File: src/rtl/angledist_pkg.sv
// rtl/angledist_pkg.sv - shared types and sizes for the angle-distance feeder
package angledist_pkg;
   localparam int DIM      = 6;
   localparam int W        = 16;
   localparam int LAT      = 2;
   localparam int TAGW     = 8;
   localparam int PAIR_LEN = 2 * DIM;
   localparam int IDXW     = $clog2(PAIR_LEN);

   typedef logic [W-1:0]          T;
   typedef logic [TAGW-1:0]       tag_t;
   typedef logic [IDXW-1:0]       idx_t;
   typedef logic [PAIR_LEN*W-1:0] pair_vec_t;
endpackage

File: src/rtl/angledist_feeder_if.sv
// rtl/angledist_feeder_if.sv - element stream in, pair/result out
interface angledist_feeder_if;
   import angledist_pkg::*;

   logic      in_valid_i;
   logic      in_ready_o;
   T          in_data_i;
   logic      in_last_i;
   logic      out_valid_o;
   logic      out_ready_i;
   pair_vec_t out_vec_o;
   tag_t      out_tag_o;
   logic      res_valid_o;
   tag_t      res_tag_o;
   logic      err_o;

   modport slave (
      input  in_valid_i, in_data_i, in_last_i, out_ready_i,
      output in_ready_o, out_valid_o, out_vec_o, out_tag_o,
             res_valid_o, res_tag_o, err_o
   );

   modport master (
      output in_valid_i, in_data_i, in_last_i, out_ready_i,
      input  in_ready_o, out_valid_o, out_vec_o, out_tag_o,
             res_valid_o, res_tag_o, err_o
   );
endinterface

File: src/rtl/angledist_feeder_vec_pingpong_buf.sv
// rtl/angledist_feeder_vec_pingpong_buf.sv - two pair buffers with full flags and ping-pong selects
module vec_pingpong_buf
   import angledist_pkg::*;
(
   input  logic      clk_i,
   input  logic      rst_i,
   input  logic      wr_en,
   input  idx_t      wr_idx,
   input  T          wr_data,
   input  logic      wr_commit,
   input  tag_t      wr_tag,
   input  logic      rd_take,
   output logic      wr_full,
   output logic      rd_full,
   output pair_vec_t rd_vec,
   output tag_t      rd_tag
);
   T           mem [2][PAIR_LEN];
   tag_t       tag [2];
   logic [1:0] full;
   logic       wr_sel;
   logic       rd_sel;

   // A commit and a take never hit the same buffer: writing needs it empty, taking needs it full.
   always_ff @(posedge clk_i or posedge rst_i) begin
      if (rst_i) begin
         for (int b = 0; b < 2; b++) begin
            for (int i = 0; i < PAIR_LEN; i++) mem[b][i] <= '0;
            tag[b] <= '0;
         end
         full   <= '0;
         wr_sel <= 1'b0;
         rd_sel <= 1'b0;
      end else begin
         if (wr_en) mem[wr_sel][wr_idx] <= wr_data;
         if (wr_commit) begin
            full[wr_sel] <= 1'b1;
            tag[wr_sel]  <= wr_tag;
            wr_sel       <= ~wr_sel;
         end
         if (rd_take) begin
            full[rd_sel] <= 1'b0;
            rd_sel       <= ~rd_sel;
         end
      end
   end

   // Present the read-side buffer as one flat pair vector.
   always_comb begin
      rd_vec = '0;
      for (int i = 0; i < PAIR_LEN; i++) rd_vec[i*W +: W] = mem[rd_sel][i];
   end

   assign rd_tag  = tag[rd_sel];
   assign wr_full = full[wr_sel];
   assign rd_full = full[rd_sel];
endmodule

File: src/rtl/angledist_feeder.sv
// rtl/angledist_feeder.sv - deserialises element stream into vector pairs and aligns result strobes
module angledist_feeder
   import angledist_pkg::*;
(
   input  logic clk_i,
   input  logic rst_i,
   angledist_feeder_if.slave bus
);
   localparam idx_t LAST_IDX = idx_t'(PAIR_LEN - 1);

   idx_t      widx;
   tag_t      tag_cnt;
   logic      err;
   logic      wr_full;
   logic      rd_full;
   logic      accept;
   logic      at_last;
   logic      commit;
   logic      fire;
   pair_vec_t rd_vec;
   tag_t      rd_tag;
   logic      dl_valid [LAT];
   tag_t      dl_tag   [LAT];

   // in_ready depends only on registered full flags, never on out_ready.
   assign accept  = bus.in_valid_i && !wr_full;
   assign at_last = (widx == LAST_IDX);
   assign commit  = accept && at_last;
   assign fire    = rd_full && bus.out_ready_i;

   vec_pingpong_buf u_buf (
      .clk_i     (clk_i),
      .rst_i     (rst_i),
      .wr_en     (accept),
      .wr_idx    (widx),
      .wr_data   (bus.in_data_i),
      .wr_commit (commit),
      .wr_tag    (tag_cnt),
      .rd_take   (fire),
      .wr_full   (wr_full),
      .rd_full   (rd_full),
      .rd_vec    (rd_vec),
      .rd_tag    (rd_tag)
   );

   // Framing: element index, tag counter and framing-error pulse.
   always_ff @(posedge clk_i or posedge rst_i) begin
      if (rst_i) begin
         widx    <= '0;
         tag_cnt <= '0;
         err     <= 1'b0;
      end else begin
         err <= 1'b0;
         if (accept) begin
            if (at_last) begin
               // A missing last still completes the frame but is flagged.
               widx    <= '0;
               tag_cnt <= tag_cnt + 1'b1;
               err     <= !bus.in_last_i;
            end else if (bus.in_last_i) begin
               // Early last: drop the partial frame without consuming a tag.
               widx <= '0;
               err  <= 1'b1;
            end else begin
               widx <= widx + 1'b1;
            end
         end
      end
   end

   // Result delay line matching the distance unit latency.
   always_ff @(posedge clk_i or posedge rst_i) begin
      if (rst_i) begin
         for (int i = 0; i < LAT; i++) begin
            dl_valid[i] <= 1'b0;
            dl_tag[i]   <= '0;
         end
      end else begin
         dl_valid[0] <= fire;
         dl_tag[0]   <= fire ? rd_tag : '0;
         for (int i = 1; i < LAT; i++) begin
            dl_valid[i] <= dl_valid[i-1];
            dl_tag[i]   <= dl_tag[i-1];
         end
      end
   end

   assign bus.in_ready_o  = !wr_full;
   assign bus.out_valid_o = rd_full;
   assign bus.out_vec_o   = rd_vec;
   assign bus.out_tag_o   = rd_tag;
   assign bus.res_valid_o = dl_valid[LAT-1];
   assign bus.res_tag_o   = dl_tag[LAT-1];
   assign bus.err_o       = err;
endmodule

File: src/flat_wrapper.sv
// flat-port wrapper written by rule: the top's interface ports become plain ports
module angledist_feeder_flat import angledist_pkg::*;
  (clk_i, rst_i, bus_in_valid_i, bus_in_data_i, bus_in_last_i, bus_out_ready_i, bus_in_ready_o, bus_out_valid_o, bus_out_vec_o, bus_out_tag_o, bus_res_valid_o, bus_res_tag_o, bus_err_o);
  angledist_feeder_if bus_i ();
  input  logic clk_i;
  input  logic rst_i;
  input wire logic [$bits(bus_i.in_valid_i)-1:0] bus_in_valid_i;
  input wire logic [$bits(bus_i.in_data_i)-1:0] bus_in_data_i;
  input wire logic [$bits(bus_i.in_last_i)-1:0] bus_in_last_i;
  input wire logic [$bits(bus_i.out_ready_i)-1:0] bus_out_ready_i;
  output wire logic [$bits(bus_i.in_ready_o)-1:0] bus_in_ready_o;
  output wire logic [$bits(bus_i.out_valid_o)-1:0] bus_out_valid_o;
  output wire logic [$bits(bus_i.out_vec_o)-1:0] bus_out_vec_o;
  output wire logic [$bits(bus_i.out_tag_o)-1:0] bus_out_tag_o;
  output wire logic [$bits(bus_i.res_valid_o)-1:0] bus_res_valid_o;
  output wire logic [$bits(bus_i.res_tag_o)-1:0] bus_res_tag_o;
  output wire logic [$bits(bus_i.err_o)-1:0] bus_err_o;
  assign bus_i.in_valid_i = bus_in_valid_i;
  assign bus_i.in_data_i = bus_in_data_i;
  assign bus_i.in_last_i = bus_in_last_i;
  assign bus_i.out_ready_i = bus_out_ready_i;
  assign bus_in_ready_o = bus_i.in_ready_o;
  assign bus_out_valid_o = bus_i.out_valid_o;
  assign bus_out_vec_o = bus_i.out_vec_o;
  assign bus_out_tag_o = bus_i.out_tag_o;
  assign bus_res_valid_o = bus_i.res_valid_o;
  assign bus_res_tag_o = bus_i.res_tag_o;
  assign bus_err_o = bus_i.err_o;
  angledist_feeder u_core (.clk_i(clk_i), .rst_i(rst_i), .bus(bus_i));
endmodule
File: config.mk
export PLATFORM = sky130hd
export DESIGN_NAME = angledist_feeder_flat
export DESIGN_NICKNAME = d
export VERILOG_FILES = /design/src/rtl/angledist_pkg.sv /design/src/rtl/angledist_feeder_if.sv /design/src/rtl/angledist_feeder_vec_pingpong_buf.sv /design/src/rtl/angledist_feeder.sv /design/src/flat_wrapper.sv
export SDC_FILE = /design/constraint.sdc
export NUM_CORES = 1
export LEC_CHECK = 0
export ABC_AREA = 1
export BUFFER_PORTS_ARGS = -buffer_cell sky130_fd_sc_hd__buf_2
export CAP_MARGIN = 15
export CORE_MARGIN = 10
export CORE_UTILIZATION = 58
export CTS_CLUSTER_DIAMETER = 60
export CTS_CLUSTER_SIZE = 8
export DETAILED_ROUTE_END_ITERATION = 6
export GPL_TIMING_DRIVEN = 0
export HOLD_SLACK_MARGIN = 0.02
export PLACE_DENSITY = 0.89
export SYNTH_ARGS = -nofsm -noshare
export SYNTH_HDL_FRONTEND = slang
export SYNTH_SLANG_ARGS = --single-unit
File: constraint.sdc
create_clock -name clk_i -period 21.7 [get_ports clk_i]
set_input_delay 5.425 -clock clk_i [delete_from_list [all_inputs] [get_ports clk_i]]
set_output_delay 5.425 -clock clk_i [all_outputs]
set_load 0.01 [all_outputs]
# Word level (Yosys, flattened, before mapping)
# Cells that the tools add are included.
# word_totals
reg_bits	435
wordCells	96
out_inout_bits	212
# classes
n_bitwise	8
n_mux	30
n_eq_ne	1
add_sub_neg	2
order_cmp	9
reduce_logical	10
# ops
operator	n
$mux 192	4
$bwmux 384	1
$demux 192 s1	1
$demux 16 s4	1
$mux 8	5
$bwmux 16	1
$mux 16	1
$mux 1	9
$add 8x1->8 const B	1
$demux 8 s1	1
$mux 4	2
$logic_and 1x1->1	7
$ge 5x5->1 const B	1
$lt 5x1->1 const B	1
$not 4->5	1
$add 4x1->4 const B	1
$eq 4x4->1 const B	1
$ge 2x2->1 const B	2
$lt 1x2->1 const B	2
$mux 2	2
$not 1->2	2
$and 2x2->2	1
$demux 1 s1	2
$ge 1x1->1 const B	2
6 further kinds	8

# Longest topological paths before layout
# Gate-level depths: netlist of the first run.
# logic_depth
ltp_word	8
depth_mapped	10
ltp_nobuf	7

# Modules after synthesis
# From an unflattened synthesis of the first run, not the netlist that was laid out.
# hier_totals
cells_unflattened	2592
area_unflattened_um2	19779.0
# modules_own_cells
module	cells_per_inst	area_each_um2	instances
vec_pingpong_buf	2457	18480.2	1
angledist_feeder	135	1298.7	1

# Worst setup path after synthesis of the first run
# Ideal clock, no wire load.
# synth_path
kind	reg2out
from	reg u_core.u_buf.rd_sel
to	out bus_out_vec_o[128]
path_slack_ns	14.942
path_stages_with_launch	8
required_ns	16.275
arrival_time_ns	1.333
path_buffers	4
cell_sequence	dfrtp_1 clkbuf_1 inv_2 buf_2 buf_2 clkbuf_1 nand2_1 nand2_1
# synth_via
elab_chain_cells	4
# synth_lines
item	line_no	text
start, declared	angledist_feeder_vec_pingpong_buf.sv:22	logic rd_sel;
start signal, assigned	angledist_feeder_vec_pingpong_buf.sv:43	rd_sel <= ~rd_sel;
$not 1->2 (not written as such)	angledist_feeder_vec_pingpong_buf.sv:51	for (int i = 0; i < PAIR_LEN; i++) rd_vec[i*W +: W] = mem[rd_sel][i];
$mux 192 (2 in a row)	--	
$mux 192 (not written as such)	angledist_feeder_vec_pingpong_buf.sv:51	
end, declared	flat_wrapper.sv:13	output wire logic [$bits(bus_i.out_vec_o)-1:0] bus_out_vec_o;
# Every way passes these cells. The select of a mux whose other input is x is not followed.

# Final worst setup path of the first run
# layout_path
from	reg u_core.u_buf.rd_sel
to	out bus_out_valid_o
# layout_via
elab_chain_cells	2
# layout_lines
item	line_no	text
$mux 1 (not written as such) (2 in a row)	angledist_feeder_vec_pingpong_buf.sv:56	assign rd_full = full[rd_sel];
end, declared	flat_wrapper.sv:12	output wire logic [$bits(bus_i.out_valid_o)-1:0] bus_out_valid_o;
# Every way passes these cells. The select of a mux whose other input is x is not followed.

==> results of run 1 <==
-- routing by layer --
layer  global-route usage  part of all wire  vias up
met5                    0           0.00021        -
met4                0.172             0.062        2
met3               0.0873              0.13      260
met2                0.471              0.46     1238
met1                0.366              0.36     8559
li1                     -                 -     7707
-- cell type report --
type,instances,area [um^2],share of cell area
flip-flops and latches,435,10900,0.487
plain buffers,173,900,0.0403
inverters,179,682,0.0305
repair buffers,235,1240,0.0557
multi-input cells,1480,6520,0.292
clock inverters,3,25.0,0.00112
diodes,3,7.51,0.000336
well taps,442,553,0.0247
clock buffers,61,1530,0.0683
-- how the worst max path moves through the flow --
stage,end,slack (ns),from,cells after the start
2_1_floorplan,u_core.bus.err_o$_DFF_PP0_,4.16,rst_i,1
3_3_place_gp,u_core.u_buf.mem[356]$_DFFE_PP0P_,0.35,rst_i,2
3_5_place_dp,bus_out_valid_o,14.03,u_core.u_buf.rd_sel$_DFFE_PP0P_,7
4_1_cts,bus_out_valid_o,13.44,u_core.u_buf.rd_sel$_DFFE_PP0P_,7
5_1_grt,bus_out_valid_o,13.28,u_core.u_buf.rd_sel$_DFFE_PP0P_,7
6_report,bus_out_valid_o,13.26,u_core.u_buf.rd_sel$_DFFE_PP0P_,7
-- critical path, delay by kind of cell, from the launching register on --
family                 cells  cell delay (ns)
buffers and inverters      5             1.84
DFF                        1             0.32
AOI/OAI and AO/OA          1             0.20
and+or+nand+nor            1             0.08
-- state kept, by name (all words and copies together) (netlist names) --
register and flops:
u_core.bus.err_o 1, u_core.bus.res_tag_o 8, u_core.bus.res_valid_o 1, u_core.dl_tag 8, u_core.dl_valid 1, u_core.tag_cnt 8
u_core.u_buf.full 2, u_core.u_buf.mem 384, u_core.u_buf.rd_sel 1, u_core.u_buf.tag 16, u_core.u_buf.wr_sel 1, u_core.widx 4
-- cell usage after synthesis, drive strengths merged --
master	number
o21a	1
dfrtp	435
nand2	853
nand4	2
buf	90
inv	179
clkbuf	83
o21ai	538
xor2	3
ha	5
nor2	44
a21boi	1
nor3	1
nand3	32
-- power by group through the flow --
stage | clock (mW) | combinational, mW | sequential [mW]
final | 0.816 | 0.0436 | 0.813
after global routing | 0.848 | 0.0457 | 0.812
after CTS | 0.813 | 0.0423 | 0.813
after detailed placement | 0 | 0.0421 | 0.826
after global placement | 0 | 0.0392 | 0.827
after floorplan | 0 | 0.0192 | 0.827
-- cells in the final DEF, fill, tap and decap left out, drive strengths merged --
cell / count
clkinvlp: 1
buf: 325
clkbuf: 144
diode: 3
nor2: 44
ha: 5
nand2: 853
nor3: 1
o21ai: 538
o21a: 1
xor2: 3
dfrtp: 435
nand3: 32
a21boi: 1
nand4: 2
inv: 181
-- per-stage QoR --
stage	power [mW]	worst slack, ns
floorplan	0.846	4.16
global placement	0.866	0.347
finish	1.67	13.26
CTS	1.67	13.44
global route	1.71	13.28
detailed placement	0.868	14.03
-- cells by family (layout without fill, tap and decap cells) --
family / count (synthesis) / after routing / synth area share
compound gates: 540 / 540 / 0.143
xor+xnor: 3 / 3 / 0.00138
fa+ha+maj: 5 / 5 / 0.00330
buf+inv: 352 / 651 / 0.0829
flops: 435 / 435 / 0.573
other cells: 0 / 3 / 0
simple gates: 932 / 932 / 0.196
==> impl_results.md, run 1 <==
* Result of the run: complete, no violations
* Slack of the worst reg-to-reg path at 19.67 ns
* Detailed-placement wirelength estimate at 42400 um
* Setup-violating endpoint count in the final report at 0
* Crit path cell chain: clkbuf_1 -> buf_2 -> buf_2 -> buf_2 -> nand2_1 -> o21ai_0 -> buf_2
* Number of antenna violations at the first check in global routing at 3
* LEAKAGE at 11.6 nW
* Total negative slack for setup checks at 0 ns
* Switching power share of the total at 0.220
* Ports at 233
* Clk buf depth at 3
* Startpoint type of the worst setup path: flip-flop
* Count of yosys warnings during synthesis at 0
* Worst Reg-to-Reg Cells at 7
* Largest net degree at the start of global routing at 138
* Root buffer selected by CTS: sky130_fd_sc_hd__clkbuf_16
* Remaining global-route overflow at 0
* Finished Layout Cells at 3011
* Number of nets with antenna violations after detailed routing at 0
* Total die area at 0.0404 mm^2
* Number of setup buffers added after CTS at 0
* Clock network fraction of total power at 0.488
* Via-per-instance ratio at 5.90
* Effective utilization at floorplan at 0.585
* Cell with the most instances on the worst path: sky130_fd_sc_hd__buf_2
* Synthesis-to-layout area growth at 17.7%
* Final Wtd Congestion at 0.922
* Post-placement cell count at 2944
* CTS tree: done
* First-pass GRT wire length at 96400 um
* Nets in the synthesized netlist at 2293
* Crit path time final at 8.44 ns
* RSZ-0062 raised after global routing: false
* Hold Startpoint: u_core.dl_tag[12]$_DFF_PP0_
* Wire length after detailed routing at 63000 um
* Net total in the final layout at 2590
* Total count of max-transition violations in the final report at 0
* Net Switching at 0.368 mW
* Number of levels in the clock H-tree at 2
* Top-area cell type share of the netlist area at 0.573
* Worst Hold Depth at 0
* Hold crit path type: reg -> reg
* Vias in the first global route at 17500
* Dpl cell area at 0.0208 mm^2
* Synth Register Bits at 435
* Ratio of cells with drive above 1 in the final layout at 0.163
* Number of distinct library cells after synthesis at 29
* VDD IR-drop max at 0.0626 mV
* Internal Power at 1.30 mW
* Part of the Yosys area used for sequential elements at 0.573
* Kind of critical path: reg -> out
* Global routing usage summed across all routing layers at 0.301
* Gate Count Post-Synth at 2267
* Post-CTS clock slew at the launch and capture registers of the worst setup and hold paths at 0.06 ns
* Slew at the pin closest to its max-slew limit at 1.14 ns
* Hold_buf cts at 0
* Sink Count at 435
* Mapped Area at 0.0190 mm^2
* Fraction of power consumed by combinational cells at 0.026
* Ratio of final minimum period to clock period at 0.389
* Number of gates resized after cts at 0
* Fill cell count at 2407
* Detailed-route DRC error count at 0
* Hold WS at 0.345 ns
* Max-Slew Margin vs Limit at 0.239
* Port buffer count at 232
* Standard cell core area at 0.0325 mm^2
* Max-cap violations at 0
* Critical path data required time at 16.27 ns
* Critical path data arrival time at 3.02 ns
* Via count at 17800
* Post-synth top area cell: sky130_fd_sc_hd__dfrtp_1
* Core Rows at 66
* R2R Path End: u_core.u_buf.mem[308]$_DFFE_PP0P_
* Post-synthesis area per instance at 8.37 um^2
* CTS Buf Count at 60
* Design area at 0.0223 mm^2
* Library cell contributing the largest single delay on the critical path: sky130_fd_sc_hd__buf_2
* Wire per inst at 20.9 um
* Router iterations before antenna repair at 6
* Clk_lat worst skew at 0.58 ns
* Fmax achieved at 118 MHz
* Origin of the critical flop-to-flop path: u_core.widx[0]$_DFFE_PP0P_
* Flop pwr share at 0.486
* Die Span X at 201 um
* Number of DRC markers in iteration 0 at 2149
* Final core area utilization at 0.689
* Leading cell types by total area after synthesis: sky130_fd_sc_hd__dfrtp_1 (57%), sky130_fd_sc_hd__nand2_1 (17%), sky130_fd_sc_hd__o21ai_0 (14%)
* Endpoint type of the worst setup path: output pin
* Cell area power density at 74.8 mW/mm^2
* Largest clock skew in the final design at 0.0177 ns
* Slowest stage delay, CP at 0.43 ns
* End point of the worst hold path: u_core.bus.res_tag_o[4]$_DFF_PP0_
* Final-report hold violation count at 0
* Highest net fanout along the worst path at 10
* Height of the die at 201 um
Note: power is estimated with default switching activity, not from simulation.
==> run 2: changes to the inputs <==
--- a/config.mk
+++ b/config.mk
@@ -9,13 +9,13 @@
 export BUFFER_PORTS_ARGS = -buffer_cell sky130_fd_sc_hd__buf_2
 export CAP_MARGIN = 15
 export CORE_MARGIN = 10
-export CORE_UTILIZATION = 58
+export CORE_UTILIZATION = 53
 export CTS_CLUSTER_DIAMETER = 60
 export CTS_CLUSTER_SIZE = 8
 export DETAILED_ROUTE_END_ITERATION = 6
 export GPL_TIMING_DRIVEN = 0
 export HOLD_SLACK_MARGIN = 0.02
-export PLACE_DENSITY = 0.89
+export PLACE_DENSITY = 0.86
 export SYNTH_ARGS = -nofsm -noshare
 export SYNTH_HDL_FRONTEND = slang
 export SYNTH_SLANG_ARGS = --single-unit
==> constraint.sdc (replaced) <==
create_clock -name clk_i -period 6.9 [get_ports clk_i]
set_input_delay 1.725 -clock clk_i [delete_from_list [all_inputs] [get_ports clk_i]]
set_output_delay 1.725 -clock clk_i [all_outputs]
set_load 0.01 [all_outputs]
==> run 2 against run 1 <==
Against the previous run: the flow now finishes with violations (DRC); sequential power rose to 3.1 times the previous value; global-route usage fell by 1.5 points; non-clock buffer count rose by 8; sequential share of layout area fell by 0.29 points; clock power rose to 3.1 times the previous value; combinational power rose to 3.5 times the previous value; clock skew fell by 0.0032 ns; critical path depth did not move; largest cell class unchanged.
==> impl_results.md, run 2 (synthesized netlist as in run 1, its figures left out) <==
* Router iterations before antenna repair at 7 (+1)
* Sink Count at 435 (unchanged)
* Slew at the pin closest to its max-slew limit at 1.20 ns (+0.0545 ns)
* Max-cap violations at 0 (unchanged)
* Post-CTS clock slew at the launch and capture registers of the worst setup and hold paths at 0.05 ns (about the same)
* Hold WS at 0.346 ns (+0.00182 ns)
* Remaining global-route overflow at 0 (unchanged)
* Hold_buf cts at 0 (unchanged)
* Number of flip-flops in the largest register at 384 (unchanged)
* CTS Buf Count at 60 (unchanged)
* Root buffer selected by CTS: sky130_fd_sc_hd__clkbuf_16
* Final Wtd Congestion at 0.944 (+2.4%)
* Fill cell count at 2790 (+16%)
* Total count of max-transition violations in the final report at 0 (unchanged)
* Wire per inst at 21.1 um (+0.85%)
* Number of setup buffers added after CTS at 0 (unchanged)
* Via-per-instance ratio at 5.79 (-1.9%)
* Fraction of power consumed by combinational cells at 0.029 (+0.003)
* Register with the most flip-flops: u_core.u_buf.mem
* Number of levels in the clock H-tree at 2 (unchanged)
* Net Switching at 1.17 mW (+220%)
* Max-Slew Margin vs Limit at 0.202 (-0.0364)
* Cell area power density at 234 mW/mm^2 (+210%)
* CTS tree: done
* Height of the die at 209 um (+4.2%)
* Fmax achieved at 208 MHz
* Commonest cells after routing, fill and taps aside: sky130_fd_sc_hd__nand2_1 (847), sky130_fd_sc_hd__o21ai_0 (521), sky130_fd_sc_hd__dfrtp_1 (435)
* Cell with the most instances on the worst path: sky130_fd_sc_hd__buf_2
* Critical path data arrival time at 3.07 ns (+0.05 ns)
* Clock network fraction of total power at 0.485 (-0.003)
* Largest clock skew in the final design at 0.0145 ns (-0.00320 ns)
* Top layer reached by signal wires: met5
* Result of the run: finished with violations
* Violations in the final reports: DRC
* Wire length after detailed routing at 64000 um (+1.7%)
* Setup-violating endpoint count in the final report at 0 (unchanged)
* Total die area at 0.0438 mm^2 (+8.5%)
* Most common cell after layout, fill and taps aside: sky130_fd_sc_hd__nand2_1
* Effective utilization at floorplan at 0.535 (-0.0499)
* Clk buf depth at 3 (unchanged)
* Global routing usage summed across all routing layers at 0.286 (-0.0149)
* Total negative slack for setup checks at 0 ns (unchanged)
* Met1 Wirelength at 23100 um (+3.5%)
* Ratio of final minimum period to clock period at 0.695
* Highest net fanout along the worst path at 10 (unchanged)
* Flop pwr share at 0.486 (about the same)
* VDD IR-drop max at 0.187 mV (+200%)
* LEAKAGE at 11.7 nW (+0.42%)
* Slowest stage delay, CP at 0.46 ns (+0.03 ns)
* First-pass GRT wire length at 98500 um (+2.2%)
* Die Span X at 209 um (+4.2%)
* Internal Power at 4.09 mW (+210%)
* Detailed-placement wirelength estimate at 43600 um (+2.9%)
* Met3 Routed Length at 8290 um (+3.6%)
* Number of antenna violations at the first check in global routing at 2 (-1)
* Count of buffering cells on the critical path with inverters included at 5 (unchanged)
* Family of cells with the greatest summed delay on the critical path: buffers and inverters
* Kind of critical path: reg -> out
* Critical path data required time at 5.18 ns (-11.09 ns)
* Ratio of cells with drive above 1 in the final layout at 0.165 (+0.00228)
* Met2 routed WL at 29200 um (+1.6%)
* Ports at 233 (unchanged)
* Pwr Total at 5.26 mW (+210%)
* Synthesis-to-layout area growth at 18.4%
* Number of nets with antenna violations after detailed routing at 0 (unchanged)
* Hold crit path type: reg -> reg
* Crit path time final at 4.80 ns
* Library cell contributing the largest single delay on the critical path: sky130_fd_sc_hd__buf_2
* Largest net degree at the start of global routing at 45 (-67%)
* Core Rows at 69 (+4.5%)
* Detailed-route DRC error count at 1 (+1)
* Number of gates resized after cts at 0 (unchanged)
* Crit path cell chain: clkbuf_1 -> buf_2 -> buf_2 -> buf_2 -> nand2_1 -> o21ai_0 -> buf_2
* Via count at 17600 (-1.1%)
* Final-report hold violation count at 0 (unchanged)
* Port buffer count at 232 (unchanged)
* Standard cell core area at 0.0355 mm^2 (+9.3%)
* Number of DRC markers in iteration 0 at 2366 (+10%)
* Vias in the first global route at 17400 (-1.0%)
* Registers with the highest flip-flop counts: u_core.u_buf.mem x384, u_core.u_buf.tag x16
* Clk_lat worst skew at 0.60 ns (+0.02 ns)
* RSZ-0062 raised after global routing: false
* Endpoint type of the worst setup path: output pin
* Net total in the final layout at 2598 (+0.31%)
* Startpoint type of the worst setup path: flip-flop
* Switching power share of the total at 0.222 (+0.00243)
## run 2: worst reg2reg max path: cells and delay by family (launching register included)
kind / cells / cell delay, ns
AOI/OAI and AO/OA: 1 / 0.26
buffers and inverters: 3 / 1.28
DFF: 1 / 0.32
and+or+nand+nor: 1 / 0.18
## run 2: metrics by stage
stage          setup slack (ns)   util  area (um^2)  cells
2_1_floorplan            -0.700      -        19000   2267
3_3_place_gp              -2.79  0.584        20700   2960
3_5_place_dp               2.87  0.590        20900   2971
4_1_cts                    2.22  0.634        22500   3034
5_1_grt                    2.07  0.634        22500   3034
6_report                   2.10  0.634        22500   3035
## run 2: layout make-up
type	count	area (um^2)	share of cell area
timing repair buffer	243	1380	0.0614
clock inverter	3	32.5	0.00145
buffer	173	900	0.0400
sequential	435	10900	0.484
antenna	1	2.50	0.000111
tap	461	577	0.0257
multi-input combinational	1480	6520	0.290
clock buffer	60	1500	0.0668
inverter	179	678	0.0302
## run 2: final timing paths
check                                           startpoint                                 to  slack [ns]  depth (start not counted)
min reg2reg                    u_core.dl_tag[10]$_DFF_PP0_  u_core.bus.res_tag_o[2]$_DFF_PP0_        0.35                          0
max in group asynchronous                            rst_i  u_core.u_buf.mem[344]$_DFFE_PP0P_        4.04                          6
min                            u_core.dl_tag[10]$_DFF_PP0_  u_core.bus.res_tag_o[2]$_DFF_PP0_        0.35                          0
min in group asynchronous                            rst_i   u_core.u_buf.mem[23]$_DFFE_PP0P_        1.34                          2
max reg2reg                u_core.u_buf.rd_sel$_DFFE_PP0P_         u_core.dl_tag[8]$_DFF_PP0_        4.78                          5
max                        u_core.u_buf.rd_sel$_DFFE_PP0P_                    bus_out_valid_o        2.10                          7
## run 2: power by group through the flow
stage,Sequential (mW),Clock (mW),Combinational [mW]
after floorplan,2.60,0,0.0607
after global placement,2.60,0,0.128
after detailed placement,2.60,0,0.146
after CTS,2.56,2.55,0.146
after global routing,2.55,2.66,0.157
final,2.56,2.55,0.151
## run 2: metal layers
layer | up-vias | GRT usage
met5 | - | 0
met4 | 2 | 0.140
met3 | 241 | 0.0823
met2 | 1231 | 0.444
met1 | 8404 | 0.361
li1 | 7698 | -
==> run 3: changes to the inputs <==
--- a/config.mk
+++ b/config.mk
@@ -9,13 +9,13 @@
 export BUFFER_PORTS_ARGS = -buffer_cell sky130_fd_sc_hd__buf_2
 export CAP_MARGIN = 15
 export CORE_MARGIN = 10
-export CORE_UTILIZATION = 53
+export CORE_UTILIZATION = 58
 export CTS_CLUSTER_DIAMETER = 60
 export CTS_CLUSTER_SIZE = 8
 export DETAILED_ROUTE_END_ITERATION = 6
 export GPL_TIMING_DRIVEN = 0
 export HOLD_SLACK_MARGIN = 0.02
-export PLACE_DENSITY = 0.86
+export PLACE_DENSITY = 0.89
 export SYNTH_ARGS = -nofsm -noshare
 export SYNTH_HDL_FRONTEND = slang
 export SYNTH_SLANG_ARGS = --single-unit
==> constraint.sdc (replaced) <==
create_clock -name clk_i -period 4.65 [get_ports clk_i]
set_input_delay 1.1625 -clock clk_i [delete_from_list [all_inputs] [get_ports clk_i]]
set_output_delay 1.1625 -clock clk_i [all_outputs]
set_load 0.01 [all_outputs]
==> run 3 against run 2 <==
Against the previous run: the run still ends with DRC left; clock skew up 0.010 ns; non-clock buffer count did not move; die area is 7.8% lower; hold slack about the same; sequential cell count did not move; worst setup slack got worse by 1.6 ns; final area about the same; global-route usage increased by 2.0 points; core utilization is 5.9 points higher; clock power is 49% higher; power increased by 49%; highest routed layer unchanged.
==> impl_results.md, run 3 (synthesized netlist as in run 1, its figures left out) <==
* Number of stages on the worst setup path at 7 (unchanged)
* Wire length after detailed routing at 63700 um (-0.55%)
* Count of buffering cells on the critical path with inverters included at 5 (unchanged)
* Fmax achieved at 241 MHz
* Ports at 233 (unchanged)
* Via count at 17800 (+1.0%)
* Max-cap violations at 0 (unchanged)
* Sink Count at 435 (unchanged)
* Number of setup buffers added after CTS at 0 (unchanged)
* Max-Slew Margin vs Limit at 0.153 (-0.0494)
* CTS tree: done
* Kind of critical path: reg -> out
* Number of flip-flops in the largest register at 384 (unchanged)
* Clk_lat worst skew at 0.60 ns (about the same)
* Crit path cell chain: clkbuf_1 -> buf_2 -> buf_2 -> buf_2 -> nand2_1 -> o21ai_0 -> buf_2
* Number of gates resized after cts at 0 (unchanged)
* Vias in the first global route at 17700 (+2.2%)
* Highest net fanout along the worst path at 10 (unchanged)
* Number of DRC markers in iteration 0 at 2113 (-11%)
* Root buffer selected by CTS: sky130_fd_sc_hd__clkbuf_16
* Total count of max-transition violations in the final report at 0 (unchanged)
* Height of the die at 201 um (-4.0%)
* LEAKAGE at 11.7 nW (about the same)
* Result of the run: finished with violations
* Largest clock skew in the final design at 0.0250 ns (+0.0105 ns)
* Number of antenna violations at the first check in global routing at 2 (unchanged)
* Final core area utilization at 0.693 (+0.0591)
* Effective utilization at floorplan at 0.585 (+0.0499)
* Commonest cells after routing, fill and taps aside: sky130_fd_sc_hd__nand2_1 (847), sky130_fd_sc_hd__o21ai_0 (521), sky130_fd_sc_hd__dfrtp_1 (435)
* Critical path data arrival time at 2.99 ns (-0.08 ns)
* Number of nets with antenna violations after detailed routing at 0 (unchanged)
* Synthesis-to-layout area growth at 18.4% (about the same)
* Post-CTS clock slew at the launch and capture registers of the worst setup and hold paths at 0.05 ns (about the same)
* Setup-violating endpoint count in the final report at 0 (unchanged)
* RSZ-0062 raised after global routing: false
* Slowest stage delay, CP at 0.42 ns (-0.04 ns)
* First-pass GRT wire length at 98300 um (-0.17%)
* Port buffer count at 232 (unchanged)
* Hold crit path type: reg -> reg
* Largest net degree at the start of global routing at 44 (-2.2%)
* Fill cell count at 2357 (-16%)
* Total negative slack for setup checks at 0 ns (unchanged)
* Number of levels in the clock H-tree at 2 (unchanged)
* Library cell contributing the largest single delay on the critical path: sky130_fd_sc_hd__buf_2
* Net total in the final layout at 2598 (unchanged)
* Critical path data required time at 3.49 ns (-1.69 ns)
* Clk buf depth at 3 (unchanged)
* Post-placement cell count at 2952 (-0.64%)
* Crit path time final at 4.15 ns
* Core Rows at 66 (-4.3%)
* VDD IR-drop max at 0.268 mV (+43%)
* Global routing usage summed across all routing layers at 0.306 (+0.0203)
* Router iterations before antenna repair at 7 (unchanged)
* Family of cells with the greatest summed delay on the critical path: buffers and inverters
* Slew at the pin closest to its max-slew limit at 1.27 ns (+0.0740 ns)
* Cell area power density at 348 mW/mm^2 (+49%)
* Die Span X at 201 um (-4.0%)
* Register with the most flip-flops: u_core.u_buf.mem
* CTS Buf Count at 60 (unchanged)
* Hold_buf cts at 0 (unchanged)
* Violations in the final reports: DRC
* Ratio of final minimum period to clock period at 0.893
* Final-report hold violation count at 0 (unchanged)
* Standard cell core area at 0.0325 mm^2 (-8.5%)
* Detailed-placement wirelength estimate at 43100 um (-1.2%)
* Remaining global-route overflow at 0 (unchanged)
* Most common cell after layout, fill and taps aside: sky130_fd_sc_hd__nand2_1
* Cell with the most instances on the worst path: sky130_fd_sc_hd__buf_2
* Via-per-instance ratio at 5.88 (+1.5%)
* Worst Reg-to-Reg Cells at 5 (unchanged)
* Total die area at 0.0404 mm^2 (-7.8%)
* Endpoint type of the worst setup path: output pin
* Worst Hold Depth at 0 (unchanged)
* Startpoint type of the worst setup path: flip-flop
* Finished Layout Cells at 3019 (-0.53%)
* Final Wtd Congestion at 0.947 (+0.32%)
* Registers with the highest flip-flop counts: u_core.u_buf.mem x384, u_core.u_buf.tag x16
* Ratio of cells with drive above 1 in the final layout at 0.166 (+0.000324)
* Wire per inst at 21.1 um (about the same)
* Detailed-route DRC error count at 2 (+1)
==> run 3: changes by cell type in the layout (fill, tap and decap cells not counted) <==
cell,previous run,this run
sky130_fd_sc_hd__inv_6,1,2
sky130_fd_sc_hd__clkinv_8,1,0
sky130_fd_sc_hd__diode_2,1,3
sky130_fd_sc_hd__clkbuf_16,60,61
==> run 3: layout make-up <==
cell class	count	area (um^2)	area share
timing repair buffer	243	1380	0.0614
sequential	435	10900	0.484
buffer	173	900	0.0400
multi-input combinational	1480	6520	0.290
antenna	3	7.51	0.000334
clock buffer	61	1530	0.0679
inverter	179	678	0.0302
clock inverter	3	25.0	0.00111
tap	442	553	0.0246
==> run 3: worst paths after layout <==
kind                                                  from  slack (ns)                                end
max in group asynchronous                            rst_i        2.23  u_core.u_buf.mem[356]$_DFFE_PP0P_
hold reg to reg                u_core.dl_tag[10]$_DFF_PP0_        0.35  u_core.bus.res_tag_o[2]$_DFF_PP0_
min in group asynchronous                            rst_i        0.68  u_core.u_buf.mem[218]$_DFFE_PP0P_
setup reg to reg           u_core.u_buf.rd_sel$_DFFE_PP0P_        2.64         u_core.dl_tag[8]$_DFF_PP0_
hold / removal                 u_core.dl_tag[10]$_DFF_PP0_        0.35  u_core.bus.res_tag_o[2]$_DFF_PP0_
setup / recovery           u_core.u_buf.rd_sel$_DFFE_PP0P_        0.50                    bus_out_valid_o
==> run 3: metrics by stage <==
stage	setup slack [ns]	power, mW	hold slack [ns]	area (um^2)
final	0.496	7.82	0.346	22500
after floorplan	-2.39	3.95	0.331	19000
after detailed placement	1.23	4.07	0.336	20900
after global routing	0.488	7.98	0.360	22500
after CTS	0.617	7.80	0.349	22500
after global placement	-4.46	4.04	0.337	20700
==> run 3: layer usage <==
metal / vias to the layer above / share of wire / track usage
met5: - / 0.00016 / 0
met4: 2 / 0.064 / 0.177
met3: 276 / 0.13 / 0.0855
met2: 1347 / 0.45 / 0.477
met1: 8417 / 0.35 / 0.377
li1: 7711 / - / -
==> run 3: power by group <==
part	total [mW]	switching, mW	internal, mW
logic	0.220	0.188	0.0318
registers	3.79	0	3.79
clock network	3.81	1.53	2.27
total	7.82	1.72	6.10
